$ cat src/rtl/hazard_fwd_if.sv
// Hazard unit bus: ID/EX/MEM/WB pipeline fields in, forwarding selects,
// stall controls and MULT/DIV status out.
interface hazard_fwd_if #(
    parameter int AW  = 5,
    parameter int SCW = 16
);
    logic [AW-1:0]  D_Rs, D_Rt;
    logic           D_UseRs, D_UseRt, D_UseHiLo, D_MCOp;
    logic [AW-1:0]  E_Rs, E_Rt, E_Rw;
    logic           E_ALUSrc, E_MemRd, E_MCStart;
    logic [AW-1:0]  M_Rw, W_Rw;
    logic           M_RegWr, W_RegWr;
    logic           Cnt_Clr;
    logic [1:0]     ALUSrcA, ALUSrcB;
    logic           F_Stall, D_Stall, E_Flush;
    logic           MC_Busy, MC_Done;
    logic [SCW-1:0] StallCnt;

    modport master (
        output D_Rs, D_Rt, D_UseRs, D_UseRt, D_UseHiLo, D_MCOp,
        output E_Rs, E_Rt, E_Rw, E_ALUSrc, E_MemRd, E_MCStart,
        output M_Rw, W_Rw, M_RegWr, W_RegWr, Cnt_Clr,
        input  ALUSrcA, ALUSrcB, F_Stall, D_Stall, E_Flush,
        input  MC_Busy, MC_Done, StallCnt
    );

    modport slave (
        input  D_Rs, D_Rt, D_UseRs, D_UseRt, D_UseHiLo, D_MCOp,
        input  E_Rs, E_Rt, E_Rw, E_ALUSrc, E_MemRd, E_MCStart,
        input  M_Rw, W_Rw, M_RegWr, W_RegWr, Cnt_Clr,
        output ALUSrcA, ALUSrcB, F_Stall, D_Stall, E_Flush,
        output MC_Busy, MC_Done, StallCnt
    );
endinterface

$ cat src/rtl/hazard_fwd_unit.sv
// EX operand forwarding, load-use / MULT-DIV stalls and MULT-DIV occupancy countdown.
// Optional stall-cycle counter enabled by defining HAZARD_STALL_CNT_EN.
//
// state  | meaning
// S_IDLE | MULT/DIV unit free, cnt == 0
// S_BUSY | MULT/DIV occupied, cnt counts down to 0
module hazard_fwd_unit #(
    parameter int AW     = 5,
    parameter int MC_LAT = 4,
    parameter int CW     = 3,
    parameter int SCW    = 16
) (
    input  logic         clk,
    input  logic         rst_n,
    hazard_fwd_if.slave  hz
);
    typedef enum logic {S_IDLE = 1'b0, S_BUSY = 1'b1} state_t;

    state_t        state, state_nxt;
    logic [CW-1:0] cnt, cnt_nxt;
    logic          mc_done, done_nxt;

    logic c1a, c2a, c1b, c2b;
    logic load_use, mc_hazard, stall;

    assign c1a = hz.M_RegWr && (hz.M_Rw != '0) && (hz.E_Rs != '0) && (hz.M_Rw == hz.E_Rs);
    assign c2a = hz.W_RegWr && (hz.W_Rw != '0) && (hz.E_Rs != '0) && (hz.W_Rw == hz.E_Rs);
    assign c1b = hz.M_RegWr && (hz.M_Rw != '0) && (hz.E_Rt != '0) && (hz.M_Rw == hz.E_Rt);
    assign c2b = hz.W_RegWr && (hz.W_Rw != '0) && (hz.E_Rt != '0) && (hz.W_Rw == hz.E_Rt);

    // MEM holds the younger result, so it wins over WB
    assign hz.ALUSrcA = c1a ? 2'b01 : c2a ? 2'b10 : 2'b00;
    assign hz.ALUSrcB = hz.E_ALUSrc ? 2'b11 : c1b ? 2'b01 : c2b ? 2'b10 : 2'b00;

    assign load_use  = hz.E_MemRd && (hz.E_Rw != '0) &&
                       ((hz.D_UseRs && (hz.D_Rs == hz.E_Rw)) ||
                        (hz.D_UseRt && (hz.D_Rt == hz.E_Rw)));
    assign mc_hazard = (hz.D_UseHiLo || hz.D_MCOp) && (hz.MC_Busy || hz.E_MCStart);
    assign stall     = load_use || mc_hazard;

    assign hz.F_Stall = stall;
    assign hz.D_Stall = stall;
    assign hz.E_Flush = stall;

    always_ff @(posedge clk or negedge rst_n) begin
        if (!rst_n) begin
            state   <= S_IDLE;
            cnt     <= '0;
            mc_done <= 1'b0;
        end else begin
            state   <= state_nxt;
            cnt     <= cnt_nxt;
            mc_done <= done_nxt;
        end
    end

    // A new start while busy is dropped; the ID stage is already stalled behind it
    always_comb begin
        state_nxt = state;
        cnt_nxt   = cnt;
        done_nxt  = 1'b0;
        case (state)
            S_IDLE: begin
                if (hz.E_MCStart) begin
                    cnt_nxt   = CW'(MC_LAT);
                    state_nxt = S_BUSY;
                end
            end
            S_BUSY: begin
                cnt_nxt = cnt - CW'(1);
                if (cnt == CW'(1)) begin
                    state_nxt = S_IDLE;
                    done_nxt  = 1'b1;
                end
            end
            default: begin
                state_nxt = S_IDLE;
                cnt_nxt   = '0;
            end
        endcase
    end

    assign hz.MC_Busy = (cnt != '0);
    assign hz.MC_Done = mc_done;

`ifdef HAZARD_STALL_CNT_EN
    logic [SCW-1:0] stall_cnt;

    always_ff @(posedge clk or negedge rst_n) begin
        if (!rst_n)
            stall_cnt <= '0;
        else if (hz.Cnt_Clr)
            stall_cnt <= '0;
        else if (stall && (stall_cnt != '1))
            stall_cnt <= stall_cnt + SCW'(1);
    end

    assign hz.StallCnt = stall_cnt;
`else
    logic unused_cnt_clr;

    assign unused_cnt_clr = hz.Cnt_Clr;
    assign hz.StallCnt    = '0;
`endif
endmodule

$ cat src/flat_wrapper.sv
// flat-port wrapper written by rule: the top's interface ports become plain ports
module hazard_fwd_unit_flat 
#(
    parameter int AW     = 5,
    parameter int MC_LAT = 4,
    parameter int CW     = 3,
    parameter int SCW    = 16
)
  (clk, rst_n, hz_D_Rs, hz_D_Rt, hz_D_UseRs, hz_D_UseRt, hz_D_UseHiLo, hz_D_MCOp, hz_E_Rs, hz_E_Rt, hz_E_Rw, hz_E_ALUSrc, hz_E_MemRd, hz_E_MCStart, hz_M_Rw, hz_W_Rw, hz_M_RegWr, hz_W_RegWr, hz_Cnt_Clr, hz_ALUSrcA, hz_ALUSrcB, hz_F_Stall, hz_D_Stall, hz_E_Flush, hz_MC_Busy, hz_MC_Done, hz_StallCnt);
  hazard_fwd_if #(.AW(AW), .SCW(SCW)) hz_i ();
  input  logic clk;
  input  logic rst_n;
  input wire logic [$bits(hz_i.D_Rs)-1:0] hz_D_Rs;
  input wire logic [$bits(hz_i.D_Rt)-1:0] hz_D_Rt;
  input wire logic [$bits(hz_i.D_UseRs)-1:0] hz_D_UseRs;
  input wire logic [$bits(hz_i.D_UseRt)-1:0] hz_D_UseRt;
  input wire logic [$bits(hz_i.D_UseHiLo)-1:0] hz_D_UseHiLo;
  input wire logic [$bits(hz_i.D_MCOp)-1:0] hz_D_MCOp;
  input wire logic [$bits(hz_i.E_Rs)-1:0] hz_E_Rs;
  input wire logic [$bits(hz_i.E_Rt)-1:0] hz_E_Rt;
  input wire logic [$bits(hz_i.E_Rw)-1:0] hz_E_Rw;
  input wire logic [$bits(hz_i.E_ALUSrc)-1:0] hz_E_ALUSrc;
  input wire logic [$bits(hz_i.E_MemRd)-1:0] hz_E_MemRd;
  input wire logic [$bits(hz_i.E_MCStart)-1:0] hz_E_MCStart;
  input wire logic [$bits(hz_i.M_Rw)-1:0] hz_M_Rw;
  input wire logic [$bits(hz_i.W_Rw)-1:0] hz_W_Rw;
  input wire logic [$bits(hz_i.M_RegWr)-1:0] hz_M_RegWr;
  input wire logic [$bits(hz_i.W_RegWr)-1:0] hz_W_RegWr;
  input wire logic [$bits(hz_i.Cnt_Clr)-1:0] hz_Cnt_Clr;
  output wire logic [$bits(hz_i.ALUSrcA)-1:0] hz_ALUSrcA;
  output wire logic [$bits(hz_i.ALUSrcB)-1:0] hz_ALUSrcB;
  output wire logic [$bits(hz_i.F_Stall)-1:0] hz_F_Stall;
  output wire logic [$bits(hz_i.D_Stall)-1:0] hz_D_Stall;
  output wire logic [$bits(hz_i.E_Flush)-1:0] hz_E_Flush;
  output wire logic [$bits(hz_i.MC_Busy)-1:0] hz_MC_Busy;
  output wire logic [$bits(hz_i.MC_Done)-1:0] hz_MC_Done;
  output wire logic [$bits(hz_i.StallCnt)-1:0] hz_StallCnt;
  assign hz_i.D_Rs = hz_D_Rs;
  assign hz_i.D_Rt = hz_D_Rt;
  assign hz_i.D_UseRs = hz_D_UseRs;
  assign hz_i.D_UseRt = hz_D_UseRt;
  assign hz_i.D_UseHiLo = hz_D_UseHiLo;
  assign hz_i.D_MCOp = hz_D_MCOp;
  assign hz_i.E_Rs = hz_E_Rs;
  assign hz_i.E_Rt = hz_E_Rt;
  assign hz_i.E_Rw = hz_E_Rw;
  assign hz_i.E_ALUSrc = hz_E_ALUSrc;
  assign hz_i.E_MemRd = hz_E_MemRd;
  assign hz_i.E_MCStart = hz_E_MCStart;
  assign hz_i.M_Rw = hz_M_Rw;
  assign hz_i.W_Rw = hz_W_Rw;
  assign hz_i.M_RegWr = hz_M_RegWr;
  assign hz_i.W_RegWr = hz_W_RegWr;
  assign hz_i.Cnt_Clr = hz_Cnt_Clr;
  assign hz_ALUSrcA = hz_i.ALUSrcA;
  assign hz_ALUSrcB = hz_i.ALUSrcB;
  assign hz_F_Stall = hz_i.F_Stall;
  assign hz_D_Stall = hz_i.D_Stall;
  assign hz_E_Flush = hz_i.E_Flush;
  assign hz_MC_Busy = hz_i.MC_Busy;
  assign hz_MC_Done = hz_i.MC_Done;
  assign hz_StallCnt = hz_i.StallCnt;
  hazard_fwd_unit #(.AW(AW), .MC_LAT(MC_LAT), .CW(CW), .SCW(SCW)) u_core (.clk(clk), .rst_n(rst_n), .hz(hz_i));
endmodule
$ cat config.mk
export PLATFORM = sky130hd
export DESIGN_NAME = hazard_fwd_unit_flat
export DESIGN_NICKNAME = d
export VERILOG_FILES = /design/src/rtl/hazard_fwd_if.sv /design/src/rtl/hazard_fwd_unit.sv /design/src/flat_wrapper.sv
export SDC_FILE = /design/constraint.sdc
export NUM_CORES = 1
export LEC_CHECK = 0
export ABC_AREA = 1
export CORE_MARGIN = 4
export CORE_UTILIZATION = 31
export CTS_CLUSTER_DIAMETER = 30
export CTS_CLUSTER_SIZE = 28
export DETAILED_ROUTE_END_ITERATION = 10
export PLACE_DENSITY = 0.77
export SETUP_SLACK_MARGIN = 0.5
export SYNTH_ARGS = -nofsm -noshare
export SYNTH_HDL_FRONTEND = slang
export SYNTH_SLANG_ARGS = --single-unit
export TNS_END_PERCENT = 30
$ cat constraint.sdc
create_clock -name clk -period 2.9 [get_ports clk]
set_clock_uncertainty 0.15 [all_clocks]
set_input_delay 0.29 -clock clk [delete_from_list [all_inputs] [get_ports clk]]
set_output_delay 0.29 -clock clk [all_outputs]
set_load 0.01 [all_outputs]
Word-level counts from Yosys, hierarchy flattened
Cells that the tools add are included.
Widths: inputs -> output; s select.
{"block": "totals", "ff_bits": 5, "latch_bits": 0, "ramBits": 0, "romBits": 0, "out_inout_bits": 25, "mem_count": 0}
{"block": "op_classes", "add_sub_neg": 1, "n_mul": 0, "n_div": 0, "magnitude_cmp": 0, "eq_ne": 8, "shifts": 0, "mux": 12, "bitwise_logic": 1, "reduce_logical": 25}
{"op": "$eq 5x5->1", "count": 6}
{"op": "$reduce_bool 5->1", "count": 5}
{"op": "$logic_and 1x1->1", "count": 15}
{"op": "$mux 2", "count": 5}
{"op": "$pmux 3 s2", "count": 1}
{"op": "$logic_or 1x1->1", "count": 4}
{"op": "$mux 1", "count": 4}
{"op": "$eq 3x1->1 const B", "count": 1}
{"op": "$mux 3", "count": 1}
{"op": "$reduce_bool 3->1", "count": 1}
{"op": "$sub 3x1->3 const B", "count": 1}
{"op": "$ne 2x2->1 const B", "count": 1}
{"op": "$pmux 1 s2", "count": 1}
{"op": "$not 1->1", "count": 1}

Depth between registers and ports, before layout
{"block": "logic_depth", "depth_word": 7, "depth_mapped": 9, "depth_no_buf": 9}

Worst setup path after synthesis
OpenSTA, ideal clock, no wires.
{"block": "synth_timing", "path_type": "reg-to-output", "startpoint": "register u_core.cnt[0]", "endpoint": "output port hz_E_Flush", "arrival_time_ns": 1.095, "required_ns": 2.460, "slack_ns": 1.365, "path_stages_with_launch": 7, "path_buffers": 1, "cell_sequence": "dfrtp_1 > inv_1 > ha_1 > nand2_1 > o22ai_1 > nand2_1 > buf_4"}
{"block": "synth_via", "elab_chain_cells": 4}
{"item": "start, declared", "line": "hazard_fwd_unit.sv:20", "source": "logic [CW-1:0] cnt, cnt_nxt;"}
{"item": "start signal, assigned", "line": "hazard_fwd_unit.sv:52", "source": "cnt <= cnt_nxt;"}
{"item": "$reduce_bool 3->1", "line": "hazard_fwd_unit.sv:83", "source": "assign hz.MC_Busy = (cnt != '0);"}
{"item": "net hz_MC_Busy", "line": "flat_wrapper.sv:35", "source": "output wire logic [$bits(hz_i.MC_Busy)-1:0] hz_MC_Busy;"}
{"item": "$logic_or 1x1->1", "line": "hazard_fwd_unit.sv:38", "source": "assign mc_hazard = (hz.D_UseHiLo || hz.D_MCOp) && (hz.MC_Busy || hz.E_MCStart);"}
{"item": "$logic_and 1x1->1", "line": "hazard_fwd_unit.sv:38"}
{"item": "$logic_or 1x1->1", "line": "hazard_fwd_unit.sv:39", "source": "assign stall = load_use || mc_hazard;"}
{"item": "end, declared", "line": "flat_wrapper.sv:34", "source": "output wire logic [$bits(hz_i.E_Flush)-1:0] hz_E_Flush;"}
The timed path passes the listed nets, and every way through them passes these cells.

Final worst setup path
{"block": "layout_timing", "startpoint": "input port hz_W_Rw[2]", "endpoint": "output port hz_ALUSrcB[1]"}
{"block": "layout_via", "elab_chain_cells": 7, "word_cells_on_any_way": 8, "cone_classes": "1 x eq/ne; 3 x mux; 4 x reduce/logical"}
{"item": "start, declared", "line": "flat_wrapper.sv:26", "source": "input wire logic [$bits(hz_i.W_Rw)-1:0] hz_W_Rw;"}
{"item": "$reduce_bool 5->1", "line": "hazard_fwd_unit.sv:29", "source": "assign c2b = hz.W_RegWr && (hz.W_Rw != '0) && (hz.E_Rt != '0) && (hz.W_Rw == hz.E_Rt);"}
{"item": "$logic_and 1x1->1 (2 in a row)", "line": "hazard_fwd_unit.sv:29"}
{"item": "$logic_and 1x1->1 (*)", "line": "hazard_fwd_unit.sv:29"}
{"item": "$mux 2 (*) (3 in a row)", "line": "hazard_fwd_unit.sv:33", "source": "assign hz.ALUSrcB = hz.E_ALUSrc ? 2'b11 : c1b ? 2'b01 : c2b ? 2'b10 : 2'b00;"}
{"item": "end, declared", "line": "flat_wrapper.sv:31", "source": "output wire logic [$bits(hz_i.ALUSrcB)-1:0] hz_ALUSrcB;"}
Every way passes the cells marked *; elsewhere a longest branch is shown, timed or not.

==> metrics.log <==
[metrics] largest net degree at the start of global routing: 6
[metrics] area occupied by multi-input gates: 666.9 sq um
[metrics] Hold Fails Final Rpt: 0
[metrics] Worst Setup Slack, final: 515.0 ps
[metrics] CTS Root Buffer Type: sky130_fd_sc_hd__clkbuf_4
[metrics] synthesized-area fraction occupied by xor and xnor cells: 0.1326
[metrics] final global-route overflow total: 0
[metrics] ordered cell list for the critical path: clkdlybuf4s50_1 -> inv_1 -> nand2_1 -> nand2_1 -> nor2_1 -> nand3_1 -> nor2_1 -> nand2_1 -> nand2_1 -> clkdlybuf4s50_1
[metrics] Tmin final: 2385 ps
[metrics] Post-Route Setup TNS: 0 ps
[metrics] level count of the clock H-tree: 1
[metrics] setup repair after global routing missed its margin: yes
[metrics] complex-gate fraction of the synthesized area: 0.04798
[metrics] area fraction in and, or, nand and nor cells after synthesis: 0.3939
[metrics] filler cell count in the final layout: 315
[metrics] buffer count from post-CTS setup fixing: 0
[metrics] Worst Path Class, Setup: in -> out
[metrics] Area growth syn-to-layout: 54.17%
[metrics] type of element launching the critical path: primary input
[metrics] first-pass GRT wire length: 4084 microns
[metrics] Placer Congestion: 0.8454
[metrics] total via count after detailed routing: 1085
[metrics] number of different library cells in the post-synthesis netlist: 19
[metrics] number of buffer cells added on primary ports: 54
[metrics] data required time at the worst endpoint: 2460 ps
[metrics] final period utilization: 0.8224
[metrics] CTS hold repair buffers: 0
[metrics] dpl ws: 490.0 ps
[metrics] register clock-pin slew on the reported worst setup and hold paths: 40 ps
[metrics] mean cell area of the mapped netlist: 5.567 sq um
[metrics] sinks on the clock net: 5
[metrics] floorplan die width: 64.54 microns
[metrics] Setup crit end kind: output pin
[metrics] dominant combinational cell family by area after synthesis: simple AND/OR/NAND/NOR gates
[metrics] Die Ht: 64.54 microns
[metrics] clock latency of the later-clocked register in the worst-skew pair: 230 ps
[metrics] TritonCTS clock tree: done
[metrics] portion of the post-synthesis area used by sequential elements: 0.1263
[metrics] number of I/O pins: 72
[metrics] Crit path top cell by count: sky130_fd_sc_hd__nand2_1
[metrics] Syn Inst Count: 178
[metrics] Die ar.: 0.004165 sq mm
[metrics] first-pass iteration count of the detailed router: 4
[metrics] Synthesis Warnings: 0
[metrics] power per unit of standard cell area: 325.6 mW/mm^2
[metrics] FMAX: 419.3 MHz
[metrics] number of nets at the end of the flow: 283
[metrics] Iter 0 DRT Violations: 54
[metrics] clock buffer count from CTS: 3
[metrics] number of core rows: 20
[metrics] FF+latch count, synth: 5
[metrics] combined area of all synthesized cells: 991.0 sq um
[metrics] slowest cell delay on critical path: 540 ps
[metrics] min-delay worst type: in -> async
[metrics] Max Buffers Root-to-Sink: 2
[metrics] maximum ir drop on the vdd rail: 0.3262 mV
[metrics] post-detailed-route count of antenna-violating nets: 0
[metrics] half-perimeter wire length of the detailed placement result: 2320 microns
[metrics] number of setup violations in the final report: 0
[metrics] peak fanout along the critical path: 3
[metrics] sequential cell area: 125.1 sq um
[metrics] routed wire length per instance: 9.239 microns
[metrics] core area: 0.003053 sq mm
[metrics] via count of the first global-routing pass: 968
[metrics] overall fraction of global-route tracks in use: 0.1215
[metrics] share of synthesized area spent on multiplexers: 0
[metrics] synthesized-area fraction occupied by adder cells: 0.03788
[metrics] Remaining DRCs: 0
[metrics] slowest CP cell: sky130_fd_sc_hd__clkdlybuf4s50_1
[metrics] reported leakage power: 0.0007982 uW
[metrics] fraction of final layout cells sized beyond drive strength 1: 0.03448
[metrics] number of antenna violations at the first check in global routing: 0
[metrics] max-cap violations: 0
[metrics] run status: finished clean
[metrics] Starting Density: 0.3246
[metrics] via density per instance: 3.931
[metrics] signal arrival time at the worst endpoint: 1950 ps
[metrics] number of diodes added for antenna fixing: 0
[metrics] final number of max-transition violations: 0
[metrics] total wirelength of the detailed-routed design: 2550 microns
==> synth_stat cells <==
library cell / n / area (sq um)
sky130_fd_sc_hd__conb_1: 1 / 3.750
sky130_fd_sc_hd__buf_4: 19 / 142.6
sky130_fd_sc_hd__nor2_2: 2 / 12.51
sky130_fd_sc_hd__xor2_1: 9 / 78.83
sky130_fd_sc_hd__nand2_1: 55 / 206.5
sky130_fd_sc_hd__nand3b_1: 1 / 7.510
sky130_fd_sc_hd__dfrtp_1: 5 / 125.1
sky130_fd_sc_hd__clkinv_1: 1 / 3.750
sky130_fd_sc_hd__nand3_1: 8 / 40.04
sky130_fd_sc_hd__nor2_1: 25 / 93.84
sky130_fd_sc_hd__nor3_1: 1 / 5.000
sky130_fd_sc_hd__o21ai_0: 7 / 35.03
sky130_fd_sc_hd__nand2_2: 1 / 6.260
sky130_fd_sc_hd__inv_1: 27 / 101.4
sky130_fd_sc_hd__xnor2_1: 6 / 52.55
sky130_fd_sc_hd__ha_1: 3 / 37.54
sky130_fd_sc_hd__inv_2: 2 / 7.510
sky130_fd_sc_hd__nand4_1: 3 / 18.77
sky130_fd_sc_hd__o22ai_1: 2 / 12.51
==> metal layers <==
metal  global-route usage  part of all wire  vias up
li1                     -                 -      605
met1               0.1595              0.43      459
met2               0.2075              0.53       19
met3              0.01213             0.032        2
met4              0.03958            0.0031        0
met5                    0                 0        -
==> layout by cell type, fill, tap and decap left out, types with 5 or more instances in the layout <==
cell type / n
sky130_fd_sc_hd__nand2_1: 55
sky130_fd_sc_hd__nand3_1: 8
sky130_fd_sc_hd__xnor2_1: 6
sky130_fd_sc_hd__inv_1: 27
sky130_fd_sc_hd__dfrtp_1: 5
sky130_fd_sc_hd__clkdlybuf4s50_1: 52
sky130_fd_sc_hd__o21ai_0: 7
sky130_fd_sc_hd__nor2_1: 25
sky130_fd_sc_hd__conb_1: 16
sky130_fd_sc_hd__xor2_1: 9
==> flip-flops by register name (all words and copies together) (netlist names) <==
register           count
u_core.state           1
u_core.hz.MC_Done      1
u_core.cnt             3
==> cells by family after synthesis <==
group | Yosys count
buffers and inverters | 49
DFF | 5
xor gates and xnor gates | 15
AOI/OAI and AO/OA | 9
and+or+nand+nor | 96
adders and majority gates | 3
other | 1
==> report_power, final <==
part	switching [uW]	internal (uW)
registers	18.7	102
logic	146	156
clock network	23.6	51.7
total	188	310
==> cell type report <==
class,instances,share of cell area
multi-input combinational,139,0.4365
timing repair buffer,54,0.3546
sequential,5,0.08190
inverter,30,0.07371
tap,44,0.03604
clock buffer,4,0.01720
==> final timing paths <==
| kind | startpoint | to | slack, ps | cells after the start |
|---|---|---|---|---|
| max | hz_W_Rw[2] | hz_ALUSrcB[1] | 510 | 10 |
| min | rst_n | u_core.cnt[0] | 120 | 1 |
| max reg2reg | u_core.cnt[0] | u_core.cnt[2] | 1580 | 5 |
| min reg2reg | u_core.cnt[2] | u_core.hz.MC_Done | 340 | 1 |
| max in group asynchronous | rst_n | u_core.state | 2310 | 1 |
| min in group clk | u_core.cnt[2] | u_core.hz.MC_Done | 340 | 1 |
==> per-stage QoR <==
| stage | utilization | area [sq um] | total power [uW] | hold WS, ps | std cells |
|---|---|---|---|---|---|
| after CTS | 0.4996 | 1525 | 504.5 | 110.8 | 276 |
| after detailed placement | 0.4914 | 1500 | 424.4 | 336.5 | 272 |
| after floorplan | - | 1047 | 300.0 | -155.6 | 193 |
| final | 0.5004 | 1528 | 497.5 | 115.7 | 276 |
| after global placement | 0.4914 | 1500 | 417.8 | 328.3 | 272 |
| after global routing | 0.5004 | 1528 | 559.0 | 108.0 | 276 |
==> critical path: cells and delay by family <==
kind          cells  cell delay, ps
simple gates      7             510
buf+inv           3            1140
==> repair_timing <==
item / 4_1_cts / 5_1_grt
gates resized for setup: 1 / 1
endpoints found under the setup margin: 1 / 6
endpoints found under the hold margin: 0 / 0
No activity file was read; power rests on OpenSTA's default activity.
